$ cat src/rtl/spi_slave_rx.sv
// spi_slave_rx
//   Serial-to-parallel SPI receiver. SCK_i and MOSI_i are brought into the
//   clk_i domain through two-flop synchronisers. MOSI is sampled on each
//   detected SCK rising edge and shifted in MSB first. Each completed
//   DATA_WIDTH-bit word is offered on a one-entry valid/ready output register.
//   A partial frame that sees no SCK rising edge for TIMEOUT_CYCLES cycles is
//   discarded and reported with a one-cycle frame_err_o pulse.
//
// Ports
//   clk_i            system clock
//   reset_n_i        asynchronous active-low reset
//   SCK_i, MOSI_i    serial clock / data from the master (asynchronous)
//   data_o           received word, meaningful while valid_o = 1
//   valid_o          output word available
//   ready_i          consumer takes data_o when valid_o && ready_i
//   overrun_o        sticky: a completed word was dropped (output full)
//   clear_overrun_i  pulse that clears overrun_o
//   frame_err_o      one-cycle pulse: partial frame discarded on timeout
module spi_slave_rx #(
    parameter int DATA_WIDTH     = 8,
    parameter int TIMEOUT_CYCLES = 64
) (
    input  logic                  clk_i,
    input  logic                  reset_n_i,
    input  logic                  SCK_i,
    input  logic                  MOSI_i,
    output logic [DATA_WIDTH-1:0] data_o,
    output logic                  valid_o,
    input  logic                  ready_i,
    output logic                  overrun_o,
    input  logic                  clear_overrun_i,
    output logic                  frame_err_o
);

    localparam int CNT_W = $clog2(DATA_WIDTH + 1);
    localparam int TMO_W = $clog2(TIMEOUT_CYCLES + 1);

    localparam logic [CNT_W-1:0] LAST_BIT = CNT_W'(DATA_WIDTH - 1);
    localparam logic [TMO_W-1:0] TMO_LAST = TMO_W'(TIMEOUT_CYCLES - 1);

    typedef enum logic {
        IDLE,
        SHIFT
    } state_t;

    state_t                  state;
    logic                    sck_sync1;
    logic                    sck_sync2;
    logic                    sck_d;
    logic                    mosi_sync1;
    logic                    mosi_sync2;
    // Only DATA_WIDTH-1 bits are kept: the final bit of a word goes straight
    // into the output register together with these, so a full-width shift
    // register would carry a bit that is never read.
    logic [DATA_WIDTH-2:0]   shift_reg;
    logic [CNT_W-1:0]        bit_cnt;
    logic [TMO_W-1:0]        tmo_cnt;

    logic                    rise;
    logic [DATA_WIDTH-1:0]   word_next;
    logic                    word_done;
    logic                    drop;

    // ---- synchronisers and edge history ----
    always_ff @(posedge clk_i or negedge reset_n_i) begin
        if (!reset_n_i) begin
            sck_sync1  <= 1'b0;
            sck_sync2  <= 1'b0;
            sck_d      <= 1'b0;
            mosi_sync1 <= 1'b0;
            mosi_sync2 <= 1'b0;
        end else begin
            sck_sync1  <= SCK_i;
            sck_sync2  <= sck_sync1;
            sck_d      <= sck_sync2;
            mosi_sync1 <= MOSI_i;
            mosi_sync2 <= mosi_sync1;
        end
    end

    assign rise      = sck_sync2 & ~sck_d;
    assign word_next = {shift_reg, mosi_sync2};
    // DATA_WIDTH >= 2, so the edge that leaves IDLE can never complete a word.
    assign word_done = rise && (state == SHIFT) && (bit_cnt == LAST_BIT);
    assign drop      = word_done && valid_o && !ready_i;

    // ---- frame FSM: shifting, bit count, timeout ----
    always_ff @(posedge clk_i or negedge reset_n_i) begin
        if (!reset_n_i) begin
            state       <= IDLE;
            shift_reg   <= '0;
            bit_cnt     <= '0;
            tmo_cnt     <= '0;
            frame_err_o <= 1'b0;
        end else begin
            frame_err_o <= 1'b0;
            case (state)
                IDLE: begin
                    tmo_cnt <= '0;
                    bit_cnt <= '0;
                    if (rise) begin
                        shift_reg <= word_next[DATA_WIDTH-2:0];
                        bit_cnt   <= CNT_W'(1);
                        state     <= SHIFT;
                    end
                end
                SHIFT: begin
                    if (rise) begin
                        shift_reg <= word_next[DATA_WIDTH-2:0];
                        tmo_cnt   <= '0;
                        if (word_done) begin
                            bit_cnt <= '0;
                            state   <= IDLE;
                        end else begin
                            bit_cnt <= bit_cnt + CNT_W'(1);
                        end
                    end else if (tmo_cnt >= TMO_LAST) begin
                        // TIMEOUT_CYCLES edgeless cycles reached this cycle.
                        shift_reg   <= '0;
                        bit_cnt     <= '0;
                        tmo_cnt     <= '0;
                        frame_err_o <= 1'b1;
                        state       <= IDLE;
                    end else begin
                        tmo_cnt <= tmo_cnt + TMO_W'(1);
                    end
                end
                default: state <= IDLE;
            endcase
        end
    end

    // ---- output register and overrun flag ----
    always_ff @(posedge clk_i or negedge reset_n_i) begin
        if (!reset_n_i) begin
            data_o    <= '0;
            valid_o   <= 1'b0;
            overrun_o <= 1'b0;
        end else begin
            if (word_done) begin
                // An accept in the same cycle frees the slot for the new word.
                if (!valid_o || ready_i) begin
                    data_o  <= word_next;
                    valid_o <= 1'b1;
                end
            end else if (valid_o && ready_i) begin
                valid_o <= 1'b0;
            end

            // A new overrun wins over a simultaneous clear.
            if (drop) begin
                overrun_o <= 1'b1;
            end else if (clear_overrun_i) begin
                overrun_o <= 1'b0;
            end
        end
    end

endmodule

$ cat config.mk
export PLATFORM = sky130hd
export DESIGN_NAME = spi_slave_rx
export DESIGN_NICKNAME = d
export VERILOG_FILES = /design/src/rtl/spi_slave_rx.sv
export SDC_FILE = /design/constraint.sdc
export NUM_CORES = 1
export LEC_CHECK = 0
export CORE_MARGIN = 3
export CORE_UTILIZATION = 50
export CTS_CLUSTER_DIAMETER = 50
export DETAILED_ROUTE_END_ITERATION = 10
export HOLD_SLACK_MARGIN = 0.05
export PLACE_DENSITY = 0.68
export SYNTH_ARGS = -nofsm -noshare
export SYNTH_HDL_FRONTEND = slang
export SYNTH_SLANG_ARGS = --single-unit
export TNS_END_PERCENT = 10
$ cat constraint.sdc
create_clock -name clk_i -period 4.68 [get_ports clk_i]
set_input_delay 0.936 -clock clk_i [delete_from_list [all_inputs] [get_ports clk_i]]
set_output_delay 0.936 -clock clk_i [all_outputs]
set_load 0.02 [all_outputs]
## Word level (Yosys, flattened, before mapping)

Index checks and enable logic that the tools add are counted.
Widths: inputs -> output; s select.

| word-level totals | value |
|---|---|
| register bits after elaboration | 35 |
| input bits | 6 |
| word-level logic and storage cells | 61 |

| cells by class | value |
|---|---|
| $add $sub $neg | 2 |
| order comparisons | 1 |
| equality and inequality tests | 4 |
| mux-type cells | 25 |
| bitwise gates (word level) | 3 |
| reductions and logical operators | 13 |

Operators with widths:

| cell | count |
|---|---|
| $mux 7 | 5 |
| $pmux 7 s2 | 2 |
| $mux 1 | 13 |
| $mux 4 | 3 |
| $pmux 4 s2 | 1 |
| $add 7x1->7 const B | 1 |
| $ge 7x6->1 const B | 1 |
| $reduce_and 2->1 | 3 |
| $logic_and 1x1->1 | 5 |
| $add 4x1->4 const B | 1 |
| $eq 4x3->1 const B | 1 |
| $reduce_bool 2->1 | 2 |
| $ne 3x1->1 const B | 1 |
| $logic_not 1->1 | 2 |
| $ne 2x1->1 const B | 1 |
| $ne 2x2->1 const B | 1 |
| $not 1->1 | 2 |
| $pmux 1 s2 | 1 |
| $and 1x1->1 | 1 |
| $logic_or 1x1->1 | 1 |

## Logic depth before layout (Yosys ltp)

Gate-level depths: netlist of the first run.

| logic depth | value |
|---|---|
| depth in word-level cells | 7 |
| depth in mapped cells | 5 |

## Least setup slack after synthesis of the first run

No wires, ideal clock.

| timing path | value |
|---|---|
| kind | input port to flip-flop |
| start | input ready_i |
| end | register data_o[0] |
| setup time | 125 ps |
| data arrival time | 1760 ps |
| slack | 2795 ps |
| stages on the path | 3 |
| path through | nand2b_1 -> nor3b_4 -> mux2_2 |

| between the ends | value |
|---|---|
| word-level cells in the longest chain between the ends | 2 |

RTL lines:

| element | line | RTL |
|---|---|---|
| start: declaration | 29 | `input logic ready_i,` |
| $logic_or 1x1->1 | 142 | `if (!valid_o \|\| ready_i) begin` |
| $reduce_and 2->1 (no source line) | -- |  |
| end signal: assignment | 143 | `data_o <= word_next;` |
| end: declaration | 27 | `output logic [DATA_WIDTH-1:0] data_o,` |

No other way between the ends.
A chain may end at the register's enable or synchronous reset.

## Worst setup path after layout of the first run

| timing path | value |
|---|---|
| start | register data_o[7] |
| end | output data_o[7] |

No word-level cell between the ends.

==> results.json, run 1 <==
{
  "status": "complete, no violations",
  "netlist_instances": 119,
  "synth_top_cell_by_area": "dfrtp_1",
  "power_frac_clock_pct": 34.0,
  "fin_crit_sh_pct": 47.8,
  "async_reset_ff_share_pct": 100,
  "hold_start": "sck_sync1",
  "synthXorXnorAreaFrac_pct": 1.16,
  "p_leak_nw": 0.811,
  "gp_congestion": 0.732,
  "drc": 0,
  "row_count": 19,
  "cp_num_buf_inv": 1,
  "critPathMaxFanout": 2,
  "slew_violations": 0,
  "synth_top_family_by_area": "simple AND/OR/NAND/NOR gates",
  "synth.distinct_cells": 36,
  "crit_type": "reg2out",
  "p_switching_w": 0.000126,
  "arrival_ns": 1.30,
  "rrSetupSlack_ns": 2.96,
  "cts_resized": 0,
  "cp-startpoint": "data_o[7]",
  "die_area_um2": 3710,
  "ys_warn_count": 0,
  "setup_slack_ns": 2.44,
  "finalSetupTns_ns": 0,
  "fin_crit_ns": 2.24,
  "seq_area_frac_synth_pct": 58.1,
  "met1_usage_pct": 21.8,
  "core_um2": 2810,
  "syn_area_per_cell_um2": 12.7,
  "critPathCaptureType": "primary output",
  "synth_area_leaders": "dfrtp_1 58%, mux2_2 6.7%, mux2i_1 5.3%",
  "synthMuxAreaShare_pct": 12.0,
  "skew_ns": 0.00788,
  "start_util_pct": 53.7,
  "crit_required_ns": 3.74,
  "tritoncts": "built",
  "synth_top_cells_by_count": "35 x dfrtp_1, 9 x mux2_2, 9 x nor3_1",
  "die_h_um": 60.9,
  "diodes": 0,
  "synth_simple_gate_area_share_pct": 18.7,
  "cap_violations": 0,
  "synth-compound-area-share_pct": 5.73,
  "r2r_start": "bit_cnt[0]",
  "ys_ff_latch": 35,
  "grt_pass1_vias": 953,
  "dp_hpwl_um": 1730,
  "antenna_found_initial": 0,
  "final-setup-viol-count": 0,
  "num-nets-final": 147,
  "hold_buffers": 0,
  "hold_violations": 0,
  "htree_levels": 2,
  "cts_buffers": 5,
  "cts_buffer_depth": 2,
  "clk_pin_slew_ns": 0.10,
  "via_count": 948,
  "clkLatencyLatePin_ns": 0.33,
  "drtPass1Iterations": 4,
  "viasPerCell": 5.54,
  "pwr-share-comb_pct": 6.1,
  "io_pins": 17,
  "power_density_nw_per_um2": 309,
  "intPower_w": 0.000418,
  "start_kind": "flip-flop",
  "grt_util_met3_pct": 5.96,
  "sequentialPowerShare_pct": 59.9,
  "r2r-end": "data_o[4]",
  "tightest_slew_ns": 0.915,
  "synth-edff-count": 0,
  "vdd.ir_drop.worst_uv": 204,
  "fin_util_pct": 62.8,
  "die_w_um": 60.9,
  "grt_overflow": 0,
  "crit_chain": "clkdlybuf4s50_1",
  "cts_setup_buffers": 0,
  "grt_busiest_layer": "met2",
  "grt.met2_usage_pct": 24.1,
  "cp-endpoint": "data_o[7]",
  "yosysMostFrequentCell": "dfrtp_1",
  "synth-adder-area-share_pct": 1.66,
  "drtIter0Drc": 31,
  "fmaxAchievable_mhz": 447,
  "cpPeakStageDelay_ns": 0.60,
  "drive_above_1_share_pct": 15.7,
  "largest_reg_flops": 8,
  "final_antenna_net_count": 0,
  "postRouteWirelength_um": 2500,
  "cts.sinks": 35,
  "grt_pass1_wl_um": 4330,
  "slew_headroom_pct": 38.9,
  "grt_start_max_net_pins": 36,
  "area_delta_synth_final_pct": 16.8,
  "place_ws_ns": 2.21,
  "path_depth": 1,
  "port_buffers": 16,
  "p_sw_share_pct": 23.2,
  "syn_nets": 127,
  "nFillCells": 241,
  "rsz0062_at_grt": "false",
  "r2r_cells": 4,
  "track_usage_pct": 16.1,
  "cts_root_buffer": "clkbuf_4",
  "wl_per_cell_um": 14.6,
  "synth_ff_type": "dfrtp_1",
  "syn-cell-area_um2": 1510,
  "cp_top_family": "buffers and inverters",
  "min_path_type": "reg2reg",
  "crit_slowest_cell": "clkdlybuf4s50_1",
  "synth.top_cell.area_share_pct": 58.1
}
[worst reg2reg max path: stages, from the launching register on]
cell and delay (ns):
dfrtp_1 0.39, ha_1 0.28, nand4b_4 0.14, nor3b_4 0.41, mux2_2 0.39
[per-stage QoR]
stage | instances | cell area (µm²) | hold slack [ns] | total power (W)
3_5_place_dp | 163 | 1690 | 0.347 | 0.000366
2_1_floorplan | 119 | 1510 | 0.331 | 0.000350
6_report | 171 | 1760 | 0.367 | 0.000544
4_1_cts | 171 | 1760 | 0.373 | 0.000553
3_3_place_gp | 163 | 1690 | 0.337 | 0.000365
5_1_grt | 171 | 1760 | 0.384 | 0.000570
[placed cells by master (no fill, tap or decap), types with 2 or more instances in the layout]
master	n
clkdlybuf4s50_1	16
o21ai_0	2
clkbuf_4	5
a21oi_1	3
o22ai_1	2
clkbuf_8	2
dfrtp_1	35
o211ai_1	2
mux2i_1	8
nor2b_1	2
ha_1	2
nand3b_1	2
nand4_1	2
inv_1	3
nand3_1	5
nor2_1	4
or3_1	3
nor3_1	9
mux2_2	9
nand2_1	6
[power groups by stage]
stage                     sequential, W  clock [W]  combinational [W]
final                          0.000326   0.000185          0.0000331
after global placement         0.000332          0          0.0000330
after detailed placement       0.000332          0          0.0000341
after global routing           0.000328   0.000204          0.0000382
after CTS                      0.000326   0.000193          0.0000341
after floorplan                0.000328          0          0.0000219
[worst min path at each step]
stage	to	slack, ns	depth (start not counted)
after floorplan	mosi_sync2	0.33	0
after global placement	sck_sync2	0.34	0
after detailed placement	mosi_sync2	0.35	0
after CTS	mosi_sync2	0.37	0
after global routing	mosi_sync2	0.38	0
final	sck_sync2	0.37	0
[cells by family after synthesis]
family                   count (synthesis)
AO/OA/AOI/OAI                           13
XOR/XNOR                                 2
adder cells (fa/ha/maj)                  2
buffers and inverters                    7
flip-flops                              35
multiplexers                            17
other                                    1
AND/OR/NAND/NOR                         42
[cell type report]
cell class | count | area, µm² | share of cell area (%)
Clock buffer | 7 | 65.1 | 3.69
Clock inverter | 1 | 7.51 | 0.426
Inverter | 3 | 11.3 | 0.639
Multi-Input combinational cell | 77 | 596 | 33.8
Sequential cell | 35 | 876 | 49.7
Tap cell | 31 | 38.8 | 2.20
Timing Repair Buffer | 17 | 168 | 9.52
[layer usage]
layer | routed length (µm) | up-vias
li1 | - | 471
met1 | 1240 | 454
met2 | 1130 | 21
met3 | 105 | 2
met4 | 23 | 0
met5 | 0 | -
Power figures use the tool's default switching activity.
==> run 2: changes to the inputs <==
--- a/config.mk
+++ b/config.mk
@@ -6,11 +6,11 @@
 export NUM_CORES = 1
 export LEC_CHECK = 0
 export CORE_MARGIN = 3
-export CORE_UTILIZATION = 50
+export CORE_UTILIZATION = 49
 export CTS_CLUSTER_DIAMETER = 50
 export DETAILED_ROUTE_END_ITERATION = 10
 export HOLD_SLACK_MARGIN = 0.05
-export PLACE_DENSITY = 0.68
+export PLACE_DENSITY = 0.7
 export SYNTH_ARGS = -nofsm -noshare
 export SYNTH_HDL_FRONTEND = slang
 export SYNTH_SLANG_ARGS = --single-unit
==> constraint.sdc (replaced) <==
create_clock -name clk_i -period 1.84 [get_ports clk_i]
set_input_delay 0.368 -clock clk_i [delete_from_list [all_inputs] [get_ports clk_i]]
set_output_delay 0.368 -clock clk_i [all_outputs]
set_load 0.02 [all_outputs]
==> results.json, run 2 (synthesis gave the netlist of run 1 again) <==
{
  "grt_start_max_net_pins": 36,
  "grt_busiest_layer": "met2",
  "final-setup-viol-count": 0,
  "gp_congestion": 0.762,
  "crit_chain": "clkdlybuf4s50_1",
  "hold_violations": 0,
  "rrSetupSlack_ns": 0.17,
  "skew_ns": 0.00936,
  "mostFrequentLayoutCell": "dfrtp_1",
  "min_to": "sck_sync2",
  "slew_violations": 0,
  "final_antenna_net_count": 0,
  "wl_per_cell_um": 15.3,
  "clkLatencyLatePin_ns": 0.33,
  "finalSetupTns_ns": 0,
  "htree_levels": 2,
  "cts_root_buffer": "clkbuf_4",
  "start_kind": "flip-flop",
  "met1_usage_pct": 20.3,
  "num-nets-final": 151,
  "rsz0062_at_grt": "false",
  "hold_start": "sck_sync1",
  "fin_util_pct": 62.7,
  "track_usage_pct": 16.8,
  "fin_crit_ns": 1.68,
  "nFillCells": 233,
  "via_count": 989,
  "critPathMaxFanout": 2,
  "fin_crit_sh_pct": 91.2,
  "arrival_ns": 1.31,
  "critPathCaptureType": "primary output",
  "cpPeakStageDelay_ns": 0.61,
  "clk_pin_slew_ns": 0.10,
  "crit_slowest_cell": "clkdlybuf4s50_1",
  "grt_pass1_vias": 972,
  "cts_buffer_depth": 2,
  "viasPerCell": 5.68,
  "die_h_um": 61.5,
  "crit_required_ns": 1.47,
  "area_delta_synth_final_pct": 18.6,
  "hold_buffers": 0,
  "cts.sinks": 35,
  "drc": 0,
  "largest_reg_flops": 8,
  "cts_resized": 0,
  "io_pins": 17,
  "grt_overflow": 0,
  "power_density_nw_per_um2": 744,
  "status": "complete, no violations",
  "dp_hpwl_um": 1890,
  "fmaxAchievable_mhz": 596,
  "p_leak_nw": 0.831,
  "tritoncts": "built",
  "die_w_um": 61.5,
  "crit_type": "reg2out",
  "slew_headroom_pct": 60.5,
  "drtIter0Drc": 37,
  "drtPass1Iterations": 4,
  "grt.met2_usage_pct": 26.4,
  "cts_buffers": 5,
  "layout_common_cells": "35 x dfrtp_1, 16 x clkdlybuf4s50_1, 9 x nor3_1, 9 x mux2_2, 8 x mux2i_1",
  "row_count": 19,
  "r2r-end": "data_o[1]",
  "cp_top_family": "buffers and inverters",
  "diodes": 0,
  "antenna_found_initial": 0,
  "die_area_um2": 3780,
  "start_util_pct": 52.9,
  "port_buffers": 16,
  "r2r_cells": 5,
  "min_path_type": "reg2reg",
  "vdd.ir_drop.worst_uv": 491,
  "postRouteWirelength_um": 2660,
  "r2r_start": "bit_cnt[0]",
  "grt_util_met3_pct": 8.39,
  "min_path_cells": 0,
  "drive_above_1_share_pct": 17.5,
  "cap_violations": 0,
  "tightest_slew_ns": 0.590,
  "grt_pass1_wl_um": 4420,
  "cp_num_buf_inv": 1,
  "core_um2": 2850,
  "cts_setup_buffers": 0
}
-- run 2: power breakdown --
part | leakage (nW) | switching, W | total, W | internal [W]
sequential | 0.468 | 0.0000259 | 0.000826 | 0.000800
clock | 0.0341 | 0.000231 | 0.000408 | 0.000177
combinational | 0.328 | 0.0000512 | 0.0000952 | 0.0000440
total | 0.831 | 0.000309 | 0.00133 | 0.00102
-- run 2: per-layer routing --
| layer | routed length (µm) | part of all wire [%] |
|---|---|---|
| met1 | 1170 | 44 |
| met2 | 1310 | 49 |
| met3 | 138 | 5.2 |
| met4 | 38 | 1.4 |
| met5 | 0 | 0 |
-- run 2: how the worst max path moves through the flow --
stage / endpoint / slack [ns] / from / cells past startpoint
2_1_floorplan: data_o[0] / 0.30 / bit_cnt[1] / 4
3_3_place_gp: data_o[2] / 0.06 / ready_i / 5
3_5_place_dp: data_o[7] / 0.02 / ready_i / 5
4_1_cts: data_o[7] / 0.13 / bit_cnt[0] / 5
5_1_grt: bit_cnt[2] / 0.06 / tmo_cnt[0] / 4
6_report: data_o[3] / 0.16 / data_o[3] / 1
-- run 2: final cells by class --
class | count | area (µm²) | area share, %
Multi-Input combinational cell | 77 | 596 | 33.3
Inverter | 3 | 11.3 | 0.630
Tap cell | 31 | 38.8 | 2.17
Sequential cell | 35 | 876 | 49.0
Clock buffer | 6 | 51.3 | 2.87
Timing Repair Buffer | 21 | 210 | 11.8
Clock inverter | 1 | 5.00 | 0.280
-- run 2: metrics by stage --
step	power [W]	setup WS (ns)	area [µm²]	hold WS (ns)	std cells
detailed placement	0.000939	0.0248	1730	0.340	167
global placement	0.000934	0.0639	1730	0.335	167
finish	0.00133	0.162	1790	0.360	174
floorplan	0.000890	0.304	1510	0.0724	119
CTS	0.00135	0.134	1790	0.366	174
global route	0.00141	0.0570	1790	0.384	174
